### config.mk
export PLATFORM = sky130hd
export DESIGN_NAME = sevenseg_scan_decoder
export DESIGN_NICKNAME = d
export VERILOG_FILES = /design/src/rtl/sevenseg_pkg.sv /design/src/rtl/sevenseg_pattern_decode.sv /design/src/rtl/sevenseg_scan_decoder.sv
export SDC_FILE = /design/constraint.sdc
export NUM_CORES = 1
export LEC_CHECK = 0
export CAP_MARGIN = 20
export CORE_ASPECT_RATIO = 1.75
export CORE_MARGIN = 4
export CORE_UTILIZATION = 36
export DETAILED_ROUTE_END_ITERATION = 8
export GPL_ROUTABILITY_DRIVEN = 0
export HOLD_SLACK_MARGIN = 0.15
export PLACE_DENSITY = 0.69
export REMOVE_ABC_BUFFERS = 1
export SLEW_MARGIN = 20
export SYNTH_ARGS = -nofsm -noshare
export SYNTH_HDL_FRONTEND = slang
export SYNTH_SLANG_ARGS = --single-unit
### constraint.sdc
create_clock -name clk -period 4.1 [get_ports clk]
set_input_delay 0.82 -clock clk [delete_from_list [all_inputs] [get_ports clk]]
set_output_delay 0.82 -clock clk [all_outputs]
set_load 0.02 [all_outputs]
### src/rtl/sevenseg_pkg.sv
// Shared definitions for the seven-segment scan decoder.
//   SEG_HEX   : active-low segment pattern for each hex value, indexed by value
//               (bit0=a ... bit6=g).
//   SEG_BLANK : all segments off.
//   state_e   : per-dwell tracking states.
package sevenseg_pkg;

  localparam logic [6:0] SEG_BLANK = 7'h7F;

  localparam logic [6:0] SEG_HEX [16] = '{
    7'h40, 7'h79, 7'h24, 7'h30,
    7'h19, 7'h12, 7'h02, 7'h78,
    7'h00, 7'h18, 7'h08, 7'h03,
    7'h46, 7'h21, 7'h06, 7'h0E
  };

  typedef enum logic [1:0] {
    IDLE   = 2'd0,
    SETTLE = 2'd1,
    HELD   = 2'd2
  } state_e;

endpackage

### src/rtl/sevenseg_pattern_decode.sv
// Combinational decode of one active-low seven-segment pattern.
// Ports:
//   pattern  : segment lines, active-low, bit0=a ... bit6=g
//   value    : hex value when is_hex is set, otherwise 0
//   is_hex   : pattern exactly matches one of the 16 hex glyphs
//   is_blank : pattern is all segments off
module sevenseg_pattern_decode
  import sevenseg_pkg::*;
(
  input  logic [6:0] pattern,
  output logic [3:0] value,
  output logic       is_hex,
  output logic       is_blank
);

  always_comb begin
    value  = '0;
    is_hex = 1'b0;
    for (int unsigned i = 0; i < 16; i++) begin
      if (pattern == SEG_HEX[i]) begin
        value  = 4'(i);
        is_hex = 1'b1;
      end
    end
    is_blank = (pattern == SEG_BLANK);
  end

endmodule

### src/rtl/sevenseg_scan_decoder.sv
// Reads back a time-multiplexed active-low seven-segment display bus and
// recovers the value shown on each digit once its pattern has settled.
// Ports:
//   clk, rst_n   : clock, asynchronous active-low reset
//   seg_n        : segment lines, active-low (bit0=a ... bit6=g)
//   an_n         : digit anodes, active-low, one-hot when a digit is driven
//   digits       : captured nibble per digit, digit i at [4i+3:4i]
//   digit_valid  : digit i last captured a legal hex glyph
//   digit_blank  : digit i last captured the all-off pattern
//   digit_err    : digit i was ever captured with an illegal pattern (sticky)
//   update       : one-cycle pulse on any capture
//   update_idx   : digit index of the capture flagged by update
//   frame_done   : one-cycle pulse once every digit has been captured
module sevenseg_scan_decoder
  import sevenseg_pkg::*;
#(
  parameter int unsigned NUM_DIGITS    = 4,
  parameter int unsigned STABLE_CYCLES = 16
) (
  input  logic                                           clk,
  input  logic                                           rst_n,
  input  logic [6:0]                                     seg_n,
  input  logic [NUM_DIGITS-1:0]                          an_n,
  output logic [4*NUM_DIGITS-1:0]                        digits,
  output logic [NUM_DIGITS-1:0]                          digit_valid,
  output logic [NUM_DIGITS-1:0]                          digit_blank,
  output logic [NUM_DIGITS-1:0]                          digit_err,
  output logic                                           update,
  output logic [((NUM_DIGITS > 1) ? $clog2(NUM_DIGITS) : 1)-1:0] update_idx,
  output logic                                           frame_done
);

  localparam int unsigned CNT_W = $clog2(STABLE_CYCLES + 1);
  localparam int unsigned IDX_W = (NUM_DIGITS > 1) ? $clog2(NUM_DIGITS) : 1;

  // Input sample stage
  logic [6:0]            s_seg_q;
  logic [NUM_DIGITS-1:0] s_an_q;

  // Dwell tracking
  state_e                state_q, state_d;
  logic [CNT_W-1:0]      cnt_q, cnt_d;
  logic [6:0]            ref_seg_q, ref_seg_d;
  logic [NUM_DIGITS-1:0] ref_an_q, ref_an_d;

  // Capture outputs
  logic [4*NUM_DIGITS-1:0] digits_q, digits_d;
  logic [NUM_DIGITS-1:0]   valid_q, valid_d;
  logic [NUM_DIGITS-1:0]   blank_q, blank_d;
  logic [NUM_DIGITS-1:0]   err_q, err_d;
  logic [NUM_DIGITS-1:0]   seen_q, seen_d;
  logic                    update_q, update_d;
  logic [IDX_W-1:0]        idx_q, idx_d;
  logic                    frame_q, frame_d;

  logic                    sel_legal;
  logic [IDX_W-1:0]        sel_idx;
  logic                    same_pair;
  logic                    capture;
  logic [3:0]              dec_value;
  logic                    dec_is_hex;
  logic                    dec_is_blank;
  logic [NUM_DIGITS-1:0]   seen_next;

  sevenseg_pattern_decode u_decode (
    .pattern  (s_seg_q),
    .value    (dec_value),
    .is_hex   (dec_is_hex),
    .is_blank (dec_is_blank)
  );

  always_comb begin
    sel_legal = $onehot(~s_an_q);
    sel_idx   = '0;
    for (int unsigned i = 0; i < NUM_DIGITS; i++) begin
      if (!s_an_q[i]) sel_idx = IDX_W'(i);
    end
    same_pair = (s_seg_q == ref_seg_q) && (s_an_q == ref_an_q);
  end

  // Any legal pair that differs from the reference (or arrives from IDLE)
  // restarts the dwell, whether we were settling or already holding.
  always_comb begin
    state_d   = state_q;
    cnt_d     = cnt_q;
    ref_seg_d = ref_seg_q;
    ref_an_d  = ref_an_q;
    capture   = 1'b0;
    if (!sel_legal) begin
      state_d = IDLE;
      cnt_d   = '0;
    end else if (state_q == IDLE || !same_pair) begin
      state_d   = SETTLE;
      cnt_d     = CNT_W'(1);
      ref_seg_d = s_seg_q;
      ref_an_d  = s_an_q;
    end else if (state_q == SETTLE) begin
      if (cnt_q >= CNT_W'(STABLE_CYCLES)) begin
        capture = 1'b1;
        state_d = HELD;
      end else begin
        cnt_d = cnt_q + CNT_W'(1);
      end
    end
  end

  // Frame completion clears seen in the same cycle, so the completing
  // capture is never carried into the next frame.
  always_comb begin
    digits_d  = digits_q;
    valid_d   = valid_q;
    blank_d   = blank_q;
    err_d     = err_q;
    seen_d    = seen_q;
    idx_d     = idx_q;
    update_d  = capture;
    frame_d   = 1'b0;
    seen_next = seen_q | (NUM_DIGITS'(1) << sel_idx);
    if (capture) begin
      idx_d = sel_idx;
      if (dec_is_hex) begin
        digits_d[{sel_idx, 2'b00} +: 4] = dec_value;
        valid_d[sel_idx] = 1'b1;
        blank_d[sel_idx] = 1'b0;
      end else if (dec_is_blank) begin
        valid_d[sel_idx] = 1'b0;
        blank_d[sel_idx] = 1'b1;
      end else begin
        valid_d[sel_idx] = 1'b0;
        blank_d[sel_idx] = 1'b0;
        err_d[sel_idx]   = 1'b1;
      end
      if (&seen_next) begin
        frame_d = 1'b1;
        seen_d  = '0;
      end else begin
        seen_d = seen_next;
      end
    end
  end

  always_ff @(posedge clk or negedge rst_n) begin
    if (!rst_n) begin
      s_seg_q   <= '1;
      s_an_q    <= '1;
      state_q   <= IDLE;
      cnt_q     <= '0;
      ref_seg_q <= '1;
      ref_an_q  <= '1;
      digits_q  <= '0;
      valid_q   <= '0;
      blank_q   <= '0;
      err_q     <= '0;
      seen_q    <= '0;
      update_q  <= 1'b0;
      idx_q     <= '0;
      frame_q   <= 1'b0;
    end else begin
      s_seg_q   <= seg_n;
      s_an_q    <= an_n;
      state_q   <= state_d;
      cnt_q     <= cnt_d;
      ref_seg_q <= ref_seg_d;
      ref_an_q  <= ref_an_d;
      digits_q  <= digits_d;
      valid_q   <= valid_d;
      blank_q   <= blank_d;
      err_q     <= err_d;
      seen_q    <= seen_d;
      update_q  <= update_d;
      idx_q     <= idx_d;
      frame_q   <= frame_d;
    end
  end

  assign digits      = digits_q;
  assign digit_valid = valid_q;
  assign digit_blank = blank_q;
  assign digit_err   = err_q;
  assign update      = update_q;
  assign update_idx  = idx_q;
  assign frame_done  = frame_q;

endmodule
==> flow_summary_export.csv <==
group,metric,value,unit
outcome,run_status,"finished clean",
pwr,power.total,0.00174,W
synthesis,yosysTopAreaCellShare,34.0,%
global_routing,antenna_found_initial,0,
synthesis,ys_types,54,
sta,max_slew_margin,58.2,%
clock_tree,cts_setup_buffers,0,
sta,holdWs,0.486,ns
place,port_buffers,44,
clock_tree,ctsHtreeMaxLevel,3,
synthesis,yosysSeqAreaShare,52.3,%
place,pre_cts_slack,0.841,ns
sta,hold_viol,0,
worst_setup_path,required,4.33,ns
sta,worst_pin_slew,0.622,ns
sta,setup_ws,0.868,ns
floorplan,start_util,36.7,%
job,cap_violations,0,
clock_tree,cts_buffers,9,
layout,drive_gt1_share,23.9,%
clock_tree,clk_latency,0.34,ns
clock_tree,cts_tree,"built",
floorplan,die_x,78.9,µm
sta,rsz0062_at_grt,"no",
sta,finClkSkew,0.00745,ns
worst_setup_path,reg2reg_depth,10,
synthesis,ys_ff_latch,65,
drt,drt-total-wl,7.00,mm
floorplan,fp.dieH,132,µm
clock_tree,clock-root-buffer,"clkbuf_16",
pwr,leakage,1.65,nW
worst_setup_path,regToRegStartpoint,"s_an_q[3]",
synthesis,synth_ff_type,"dfrtp_1",
global_routing,grt_pass1_wl,11.8,mm
synthesis,synthArstFlopShare,100,%
sta,fin_crit,3.23,ns
worst_setup_path,rr_endpoint,"digits[12]",
sta,finalCritPeriodShare,78.8,%
sta,drv_slew,0,
worst_setup_path,start_kind,"flop",
worst_setup_path,reg2reg_slack,0.87,ns
worst_setup_path,critPathArrivalTime,3.46,ns
sta,finalSetupViolCount,0,
drt,dr.pass1.iters,6,
clock_tree,cts_resized,0,
synthesis,synthesis.area,0.00316,mm²
pwr,pwr_density_cell,435,mW/mm²
clock_tree,cts_buffer_depth,2,
synthesis,synth-edff-count,0,
layout,syn2layout_area_growth,26.2,%
drt,drt_iter0_drc,154,
synthesis,synth_most_common_cell,"dfrtp_1",
floorplan,rows,45,
drt,wl_per_cell,15.7,µm
hold_path,hold_path.class,"in -> async",
layout,diodes,0,
global_routing,grt_max_degree,45,
clock_tree,clock_sinks,65,
clock_tree,ctsHoldBuffers,0,
worst_setup_path,critical_path_class,"reg -> reg",
synthesis,yosysTopAreaCell,"dfrtp_1",
global_routing,overflow,0,
synthesis,synth_warnings,0,
floorplan,io_pins,45,
synthesis,synthTopCellsByCount,"43 x dfrtp_1, 24 x mux2_2, 22 x dfstp_2, 18 x nand2_1, 18 x o21ai_0",
place,dpl.hpwl,5.11,mm
global_routing,grt_use_total,14.7,%
pwr,peakVddDrop,327,µV
sta,fmax,309,MHz
floorplan,coreArea,0.00861,mm²
floorplan,dieArea,0.0104,mm²
synthesis,syn_area_per_cell,11.2,µm²
drt,avgViaCountPerCell,5.21,
clock_tree,clk_pin_slew_worst_paths,0.06,ns
drt,drc,0,
worst_setup_path,worstPathMaxFanout,13,
drt,ant_nets,0,
layout,fin_nets,343,
synthesis,synthCells,282,
synthesis,ys_top_cells_by_area,"dfrtp_1 34%, dfstp_2 18%, mux2_2 8.5%, xnor2_1 3.6%, o21ai_0 2.8%",
sta,setup-tns-final,0,ns
worst_setup_path,critPathCaptureType,"flop",
drt,num_vias,2330,
global_routing,grt_pass1_vias,2422,
[metrics by stage]
stage	instances	utilization, %	area (µm²)
2_1_floorplan	266	-	3080
3_3_place_gp	430	42.8	3680
3_5_place_dp	430	42.8	3680
4_1_cts	446	46.0	3960
5_1_grt	447	46.3	3990
6_report	447	46.3	3990
[worst max-delay path, stage by stage (launching register included)]
cell and delay (ns):
dfstp_2 0.66, fa_1 0.45, inv_1 0.07, ha_1 0.13, ha_1 0.22, nor3b_1 0.25
nand3_1 0.16, nor4_4 0.31, nand2b_1 0.29, a21oi_4 0.23, mux2_2 0.35
[worst max path at each step]
stage | from | end | slack, ns
6_report | s_an_q[3] | digits[12] | 0.87
5_1_grt | s_an_q[3] | digits[12] | 0.58
4_1_cts | s_an_q[3] | digits[14] | 0.85
3_5_place_dp | s_an_q[3] | digits[14] | 0.84
3_3_place_gp | s_an_q[3] | digits[13] | 0.90
2_1_floorplan | s_an_q[3] | digits[12] | 0.19
[placed cells by master, fill, tap and decap left out, types with 2 or more instances in the layout]
master / count
inv_6: 2
dfstp_2: 22
a21oi_1: 14
nand2_1: 18
and3_1: 5
buf_4: 3
clkbuf_16: 9
nor2b_1: 6
ha_1: 4
nor4bb_1: 2
a21boi_0: 2
nor3_1: 5
a31o_2: 2
nor3b_1: 2
dfrtp_1: 43
clkdlybuf4s50_1: 43
xnor2_1: 13
nor4_1: 2
inv_1: 10
nand3_1: 4
a31oi_1: 3
and2_1: 2
nand2b_1: 4
a21oi_2: 3
xor2_1: 2
mux2_2: 24
a21o_1: 5
o2111ai_1: 2
clkinvlp_4: 3
nand4_1: 11
nor2_1: 14
o21ai_0: 18
or3_1: 3
[power breakdown]
group	internal, W	switching, W
logic	0.000118	0.000107
clock network	0.000412	0.000298
registers	0.000741	0.0000588
[metal layers]
layer  GRT usage, %  up-vias  routed length, µm
met5              0        -                  0
met1           15.6     1167               2650
met4           8.13        0                193
met3           3.15       13                223
li1               -     1100                  -
met2           26.3       50               3930
[area by class of cell]
class | instances | area [µm²]
clock inverter | 7 | 53.8
inverter | 10 | 37.5
sequential | 65 | 1650
clock buffer | 9 | 225
fill | 806 | 4620
multi-input combinational | 191 | 1390
timing repair buffer | 48 | 485
tap | 117 | 146
[kinds of logic after synthesis]
family	after synthesis	synth area share (%)
AND/OR/NAND/NOR	85	15.3
multiplexers	24	8.54
buffers and inverters	26	3.80
XOR/XNOR	15	4.15
AO/OA/AOI/OAI	62	13.7
flip-flops	65	52.3
adder cells (fa/ha/maj)	5	2.22
Power figures use the tool's default switching activity.
